--- src/rtl/lmdpl_phase_ctrl.sv ---
// Sequencer for one masked LMDPL gate: operand accept, mask fetch, table load, precharge, evaluate, respond.
// Optional bring-up self-check of the unmasked result is compiled in with LMDPL_SELFCHECK_EN (adds port err).
module lmdpl_phase_ctrl #(
  parameter int unsigned PRECHARGE_CYCLES = 1,
  parameter int unsigned EVAL_CYCLES      = 2,
  parameter int unsigned MASK_REUSE       = 1
) (
  input  logic       clk,
  input  logic       rst,
  input  logic       op_valid,
  output logic       op_ready,
  input  logic       op_in0,
  input  logic       op_in1,
  input  logic       mask_valid,
  output logic       mask_ready,
  input  logic [2:0] mask_data,
  output logic       gate_precharge,
  output logic       gate_in0,
  output logic       gate_in1,
  output logic       gate_m_in0,
  output logic       gate_m_in1,
  output logic       gate_m_out,
  input  logic       gate_out,
  output logic       res_valid,
  input  logic       res_ready,
  output logic       res_data,
  output logic       busy
`ifdef LMDPL_SELFCHECK_EN
  ,
  output logic       err
`endif
);

  localparam int unsigned PH_W = 4;
  localparam int unsigned RU_W = 8;

  localparam logic [2:0] ST_IDLE   = 3'd0;
  localparam logic [2:0] ST_MFETCH = 3'd1;
  localparam logic [2:0] ST_TABLE  = 3'd2;
  localparam logic [2:0] ST_PRE    = 3'd3;
  localparam logic [2:0] ST_EVAL   = 3'd4;
  localparam logic [2:0] ST_RESP   = 3'd5;

  // Phase counters count down to zero; load value is cycles-1.
  localparam logic [PH_W-1:0] PRE_LOAD  = PH_W'(PRECHARGE_CYCLES - 1);
  localparam logic [PH_W-1:0] EVAL_LOAD = PH_W'(EVAL_CYCLES - 1);
  localparam logic [RU_W-1:0] RU_LOAD   = RU_W'(MASK_REUSE);

  logic [2:0]      state_q, state_d;
  logic [PH_W-1:0] phase_q, phase_d;
  logic [RU_W-1:0] reuse_q, reuse_d;
  logic            in0_q, in0_d;
  logic            in1_q, in1_d;
  logic            m_in0_q, m_in0_d;
  logic            m_in1_q, m_in1_d;
  logic            m_out_q, m_out_d;
  logic            res_data_q, res_data_d;
  logic            op_ready_q, op_ready_d;
  logic            mask_ready_q, mask_ready_d;
  logic            precharge_q, precharge_d;
  logic            res_valid_q, res_valid_d;
  logic            busy_q, busy_d;
`ifdef LMDPL_SELFCHECK_EN
  logic            err_q, err_d;
`endif

  // Next-state, datapath latches and output decode from the next state.
  always_comb begin
    state_d    = state_q;
    phase_d    = phase_q;
    reuse_d    = reuse_q;
    in0_d      = in0_q;
    in1_d      = in1_q;
    m_in0_d    = m_in0_q;
    m_in1_d    = m_in1_q;
    m_out_d    = m_out_q;
    res_data_d = res_data_q;
`ifdef LMDPL_SELFCHECK_EN
    err_d      = err_q;
`endif

    case (state_q)
      ST_IDLE: begin
        if (op_valid) begin
          in0_d   = op_in0;
          in1_d   = op_in1;
          state_d = (reuse_q == '0) ? ST_MFETCH : ST_TABLE;
        end
      end
      ST_MFETCH: begin
        if (mask_valid) begin
          m_in0_d = mask_data[0];
          m_in1_d = mask_data[1];
          m_out_d = mask_data[2];
          reuse_d = RU_LOAD;
          state_d = ST_TABLE;
        end
      end
      ST_TABLE: begin
        if (reuse_q != '0) begin
          reuse_d = reuse_q - RU_W'(1);
        end
        phase_d = PRE_LOAD;
        state_d = ST_PRE;
      end
      ST_PRE: begin
        if (phase_q == '0) begin
          phase_d = EVAL_LOAD;
          state_d = ST_EVAL;
        end else begin
          phase_d = phase_q - PH_W'(1);
        end
      end
      ST_EVAL: begin
        if (phase_q == '0) begin
          res_data_d = gate_out;
`ifdef LMDPL_SELFCHECK_EN
          // Bring-up only: recombines unmasked operands.
          err_d = err_q | (gate_out != ~(in0_q & in1_q));
`endif
          state_d = ST_RESP;
        end else begin
          phase_d = phase_q - PH_W'(1);
        end
      end
      ST_RESP: begin
        if (res_ready) begin
          state_d = ST_IDLE;
        end
      end
      default: begin
        state_d = ST_IDLE;
      end
    endcase

    op_ready_d   = (state_d == ST_IDLE);
    mask_ready_d = (state_d == ST_MFETCH);
    precharge_d  = (state_d != ST_EVAL);
    res_valid_d  = (state_d == ST_RESP);
    busy_d       = (state_d != ST_IDLE);
  end

  // State and registered outputs.
  always_ff @(posedge clk) begin
    if (rst) begin
      state_q      <= ST_IDLE;
      phase_q      <= '0;
      reuse_q      <= '0;
      in0_q        <= 1'b0;
      in1_q        <= 1'b0;
      m_in0_q      <= 1'b0;
      m_in1_q      <= 1'b0;
      m_out_q      <= 1'b0;
      res_data_q   <= 1'b0;
      op_ready_q   <= 1'b1;
      mask_ready_q <= 1'b0;
      precharge_q  <= 1'b1;
      res_valid_q  <= 1'b0;
      busy_q       <= 1'b0;
`ifdef LMDPL_SELFCHECK_EN
      err_q        <= 1'b0;
`endif
    end else begin
      state_q      <= state_d;
      phase_q      <= phase_d;
      reuse_q      <= reuse_d;
      in0_q        <= in0_d;
      in1_q        <= in1_d;
      m_in0_q      <= m_in0_d;
      m_in1_q      <= m_in1_d;
      m_out_q      <= m_out_d;
      res_data_q   <= res_data_d;
      op_ready_q   <= op_ready_d;
      mask_ready_q <= mask_ready_d;
      precharge_q  <= precharge_d;
      res_valid_q  <= res_valid_d;
      busy_q       <= busy_d;
`ifdef LMDPL_SELFCHECK_EN
      err_q        <= err_d;
`endif
    end
  end

  assign op_ready       = op_ready_q;
  assign mask_ready     = mask_ready_q;
  assign gate_precharge = precharge_q;
  assign gate_in0       = in0_q;
  assign gate_in1       = in1_q;
  assign gate_m_in0     = m_in0_q;
  assign gate_m_in1     = m_in1_q;
  assign gate_m_out     = m_out_q;
  assign res_valid      = res_valid_q;
  assign res_data       = res_data_q;
  assign busy           = busy_q;
`ifdef LMDPL_SELFCHECK_EN
  assign err            = err_q;
`endif

endmodule
--- config.mk ---
export PLATFORM = sky130hd
export DESIGN_NAME = lmdpl_phase_ctrl
export DESIGN_NICKNAME = d
export VERILOG_FILES = /design/src/rtl/lmdpl_phase_ctrl.sv
export SDC_FILE = /design/constraint.sdc
export NUM_CORES = 1
export LEC_CHECK = 0
export ABC_AREA = 1
export CAP_MARGIN = 20
export CELL_PAD_IN_SITES_DETAIL_PLACEMENT = 0
export CELL_PAD_IN_SITES_GLOBAL_PLACEMENT = 2
export CORE_MARGIN = 1
export CORE_UTILIZATION = 25
export DETAILED_ROUTE_END_ITERATION = 16
export GPL_TIMING_DRIVEN = 0
export PLACE_DENSITY_LB_ADDON = 0.15
export SLEW_MARGIN = 20
export SYNTH_ARGS = -nofsm -noshare
export SYNTH_HDL_FRONTEND = slang
export SYNTH_SLANG_ARGS = --single-unit
--- constraint.sdc ---
create_clock -name clk -period 2.15 [get_ports clk]
set_input_delay 0.215 -clock clk [delete_from_list [all_inputs] [get_ports clk]]
set_output_delay 0.215 -clock clk [all_outputs]
set_load 0.02 [all_outputs]
* Word-level counts from Yosys, hierarchy flattened *
Cells that the tools add are included.

storage, ports and cells
  register bits after elaboration = 26
  bits in latches = 0
  bits in writable memories = 0
  bits in read-only memories = 0
  bits of input ports = 11
  output and inout bits = 11
  memories = 0

cells by class
  $add $sub $neg = 2
  $mul = 0
  divide/modulo/power cells = 0
  $lt $le $gt $ge = 0
  equality and inequality tests = 11
  shift-type cells = 0
  multiplexer cells = 13
  bitwise gates (word level) = 0
  reduce and logical (&&, ||, !) cells = 13

operator list
  operator                                           count
  one-hot mux 3 bit (6 select lines)                 1
  2-to-1 mux 8 bit                                   2
  one-hot mux 8 bit (2 select lines)                 1
  2-to-1 mux 3 bit                                   5
  one-hot mux 4 bit (3 select lines)                 1
  == test 3 bit (second input constant)              3
  logical NOT 8 bit                                  1
  2-to-1 mux 4 bit                                   2
  AND reduction 2 bit                                4
  nonzero test 8 bit                                 1
  subtractor 8 x 1 -> 8 bit (second input constant)  1
  == test 3 x 1 -> 1 bit (second input constant)     2
  == test 3 x 2 -> 1 bit (second input constant)     2
  logical NOT 3 bit                                  2
  inequality test 2 bit (second input constant)      3
  nonzero test 3 bit                                 2
  logical NOT 4 bit                                  1
  subtractor 4 x 1 -> 4 bit (second input constant)  1
  inequality test 3 bit (second input constant)      1
  AND reduction 3 bit                                1
  2-to-1 mux 2 bit                                   1
  nonzero test 2 bit                                 1

* Depth between registers and ports, before layout *
  depth in word-level cells = 5
  mapped depth = 10
  depth with buffers taken out = 10

* Worst setup path before layout *
No wires, ideal clock.

  path type = register -> register
  from = reg reuse_q[0]
  to = reg reuse_q[7]
  setup time = 0.128 ns
  arrival = 1.248 ns
  required time = 2.022 ns
  path slack = 0.775 ns
  cell stages (with the launch flop) = 10
  cell sequence = dfxtp_1 inv_1 ha_1 nand2_1 nor2_4 nor2_4 nor2_4 nor2_1 nor2_1 nor2_1

on the way
  longest elaborated chain between the ends = 3
  elaborated cells between the ends (all ways) = 6

RTL lines
  element                                                                           RTL line  RTL
  from (decl)                                                                       51        logic [RU_W-1:0] reuse_q, reuse_d;
  from (signal assigned)                                                            166       reuse_q <= reuse_d;
  subtractor 8 x 1 -> 8 bit / nonzero test 8 bit (equally long branches)            101, 100
  2-to-1 mux 8 bit / inequality test 2 bit (equally long branches)                  n/a
  one-hot mux 8 bit (2 select lines) / AND reduction 3 bit (equally long branches)  n/a

Parallel ways exist; a longest one is shown, timed or not. The select of a mux whose other input is x is not followed.
A chain may end at the register's enable or synchronous reset.

* Final worst setup path *
Ends and elaborated chain as after synthesis.

==> flow_summary.yaml <==
status:
  run_status: "finished, final reports clean"
setup_path:
  worst-endpoint-arrival_ns: 1.76
  worstSetupPathType: "reg -> reg"
  required_ns: 2.30
  r2r_slack_ns: 0.55
  path_depth_of_the_worst_reg2reg_path: 9
  timing.critical_path.from: "reuse_q[0]"
  setup.worst_path.end_class: "register"
  timing.rr.start: "reuse_q[0]"
  timing.critical_path.fanout_max: 7
  worstSetupStartpointType: "register"
  r2r-end: "reuse_q[7]"
route:
  drt.antenna.violating_nets: 0
  total_number_of_vias: 1200
  total_length_of_routed_wires_um: 3040
  iteration_0_drc_count_of_the_detailed_router: 39
  vias_per_cell: 4.20
  routedWlPerCell_um: 10.6
  post-route-drc-count: 0
  firstDrtPassIters: 5
die:
  start_util: 0.258
  ioPinCount: 22
  die_area_um2: 5570
  std_cell_rows: 26
  chip_height_um: 74.6
  placeableCoreArea_um2: 5110
  fp.dieW_um: 74.6
worst_hold_path:
  hp-start: "reuse_q[0]"
  worst_hold_path.num_cells: 2
  timing.hold.worst_endpoint: "reuse_q[0]"
  hold_path.class: "reg -> reg"
synth:
  synth.cell_area_um2: 1320
  synth.yosys.seq_area_share: 0.395
  synth-edff-count: 0
  yosysUniqueCellTypes: 24
  yosys_warnings: 0
  synth_area_per_cell_um2: 6.90
  synthArstFlopShare: 0
  synthesis.nets: 205
  dominantRegCellSynth: "sky130_fd_sc_hd__dfxtp_1"
  syn-instance-count: 191
  yosys_register_bits: 26
timing:
  setup_tns_ns: 0
  finalHoldViolCount: 0
  rsz0062_at_grt: "no"
  fin_skew_ns: 0.00239
  share_of_the_clock_period_used_by_the_worst_path_after_layout: 0.745
  final.min_clock_period_ns: 1.60
  worstMarginPinSlew_ns: 0.497
  timing.max_slew.rel_slack: 0.669
  report.final.setup_viol: 0
  slew_violations: 0
  achievable-frequency_ghz: 0.624
clock_tree:
  cts.sinks: 26
  cts_tree: "built"
  post_cts.resized_instances: 0
  numCtsBuffers: 3
  clock_path_buffers: 2
  post_cts_buffers: 0
  holdBufCountCts: 0
  clock_root_cell: "sky130_fd_sc_hd__clkbuf_8"
  cts.reportedPaths.clkPinSlew_ns: 0.09
  clock_latency_ns: 0.27
  htree_num_levels: 1
power_and_ir_drop:
  power.ir.vdd_worst_mv: 0.487
  power.combinational.fraction: 0.506
  power_density_nw_per_um2: 1220
  total_switching_power_mw: 0.892
  sw_frac_of_total: 0.437
  power_report.internal_total_mw: 1.15
  power_share_of_the_sequential_group: 0.336
  clock_power_share: 0.158
  total_leakage_power_nw: 0.716
placement:
  gpl.final_weighted_congestion: 0.752
  place.detailed.hpwl_um: 2390
  quantity_of_i_o_buffers_inserted_on_ports: 21
  numPlacedInstances: 282
global_routing:
  wire_length_of_the_first_global_routing_pass_um: 5070
  gr-max-usage-layer: "met2"
  grt_start_max_net_pins: 15
  gr-usage-met2: 0.202
  grt_overflow: 0
  global_route_met1_usage: 0.157
  grt_antenna_before_repair: 0
  met3_usage: 0.0335
  via_count_of_the_first_global_routing_pass: 1110
  groute.usage.overall: 0.124
final_layout:
  drive_above_1_share: 0.120
  mostFrequentLayoutCell: "sky130_fd_sc_hd__nand2_1"
  fin_nets: 231
  syn_to_final_growth_pct: 26.8
  layout.cells.non_filler: 286
  mostFrequentLayoutCells: "sky130_fd_sc_hd__nand2_1 (45), sky130_fd_sc_hd__nor2_1 (33), sky130_fd_sc_hd__dfxtp_1 (26)"
  antennaDiodeCount: 0
job:
  cap_viol_max_count: 0
[how the worst max path moves through the flow]
stage               cells past startpoint          to
floorplan                               9  reuse_q[7]
detailed placement                      9  reuse_q[7]
CTS                                     9  reuse_q[7]
finish                                  9  reuse_q[7]
global placement                        9  reuse_q[7]
global route                            9  reuse_q[6]
[cell usage after synthesis, types with 2 or more instances]
cell | instances | share of area
sky130_fd_sc_hd__nand4_1 | 3 | 0.014
sky130_fd_sc_hd__nor2_4 | 4 | 0.034
sky130_fd_sc_hd__ha_1 | 3 | 0.028
sky130_fd_sc_hd__inv_2 | 5 | 0.014
sky130_fd_sc_hd__nor2_1 | 33 | 0.094
sky130_fd_sc_hd__inv_1 | 19 | 0.054
sky130_fd_sc_hd__nor2_2 | 4 | 0.019
sky130_fd_sc_hd__nand2_1 | 45 | 0.13
sky130_fd_sc_hd__xor2_1 | 2 | 0.013
sky130_fd_sc_hd__o21ai_0 | 8 | 0.030
sky130_fd_sc_hd__nor3_1 | 2 | 0.0076
sky130_fd_sc_hd__nand3_2 | 2 | 0.015
sky130_fd_sc_hd__a21oi_1 | 13 | 0.049
sky130_fd_sc_hd__nand3_1 | 12 | 0.046
sky130_fd_sc_hd__nand2_2 | 2 | 0.0095
sky130_fd_sc_hd__dfxtp_1 | 26 | 0.39
[per-layer routing]
metal  vias to the layer above  part of all wire
met3                         4             0.029
li1                        650                 -
met1                       531              0.47
met4                         0             0.012
met2                        15              0.49
met5                         -                 0
[final cells by class]
class | count | area (um^2)
timing repair buffer | 21 | 210
inverter | 25 | 95.1
tap | 70 | 87.6
fill | 577 | 3440
sequential | 26 | 520
clock buffer | 4 | 55.1
multi-input combinational | 139 | 699
buffer | 1 | 3.75
[worst max-delay path, cell delays in order (launching register included)]
cell                      delay, ns
sky130_fd_sc_hd__dfxtp_1       0.32
sky130_fd_sc_hd__inv_1         0.14
sky130_fd_sc_hd__ha_1          0.30
sky130_fd_sc_hd__nand2_1       0.12
sky130_fd_sc_hd__nor2_4        0.18
sky130_fd_sc_hd__nor2_4        0.05
sky130_fd_sc_hd__nor2_4        0.17
sky130_fd_sc_hd__nor2_1        0.07
sky130_fd_sc_hd__nor2_1        0.09
sky130_fd_sc_hd__nor2_1        0.04
[power groups by stage]
stage | Combinational (mW) | Clock, mW | Sequential [mW]
after floorplan | 0.710 | 0 | 0.744
after global placement | 1.04 | 0 | 0.696
after detailed placement | 1.05 | 0 | 0.699
after CTS | 1.05 | 0.346 | 0.688
after global routing | 1.18 | 0.364 | 0.703
final | 1.03 | 0.322 | 0.686
[registers in the layout (all words and copies together) (netlist names)]
register,cells
reuse_q,8
phase_q,4
state_q,3
busy,1
gate_in0,1
gate_in1,1
gate_m_in0,1
gate_m_in1,1
gate_m_out,1
gate_precharge,1
mask_ready,1
op_ready,1
res_data,1
res_valid,1
[cells by family (layout without fill, tap and decap cells)]
family,count (synthesis),in the layout,synth area share
AO/OA/AOI/OAI,24,24,0.0949
XOR/XNOR,2,2,0.0133
flip-flops,26,26,0.395
AND/OR/NAND/NOR,110,110,0.394
adder cells (fa/ha/maj),3,3,0.0285
buffers and inverters,26,51,0.0749
[stage by stage]
step           hold WS [ns]  worst slack, ns  power [mW]  cell area, um^2  utilization
2_1_floorplan         0.284            0.775        1.45             1320            -
3_3_place_gp          0.451            0.513        1.74             1620        0.317
3_5_place_dp          0.463            0.533        1.74             1620        0.317
4_1_cts               0.478            0.516        2.08             1670        0.327
5_1_grt               0.510            0.372        2.24             1670        0.327
6_report              0.479            0.547        2.04             1670        0.327
(Power assumes the default switching activity.)
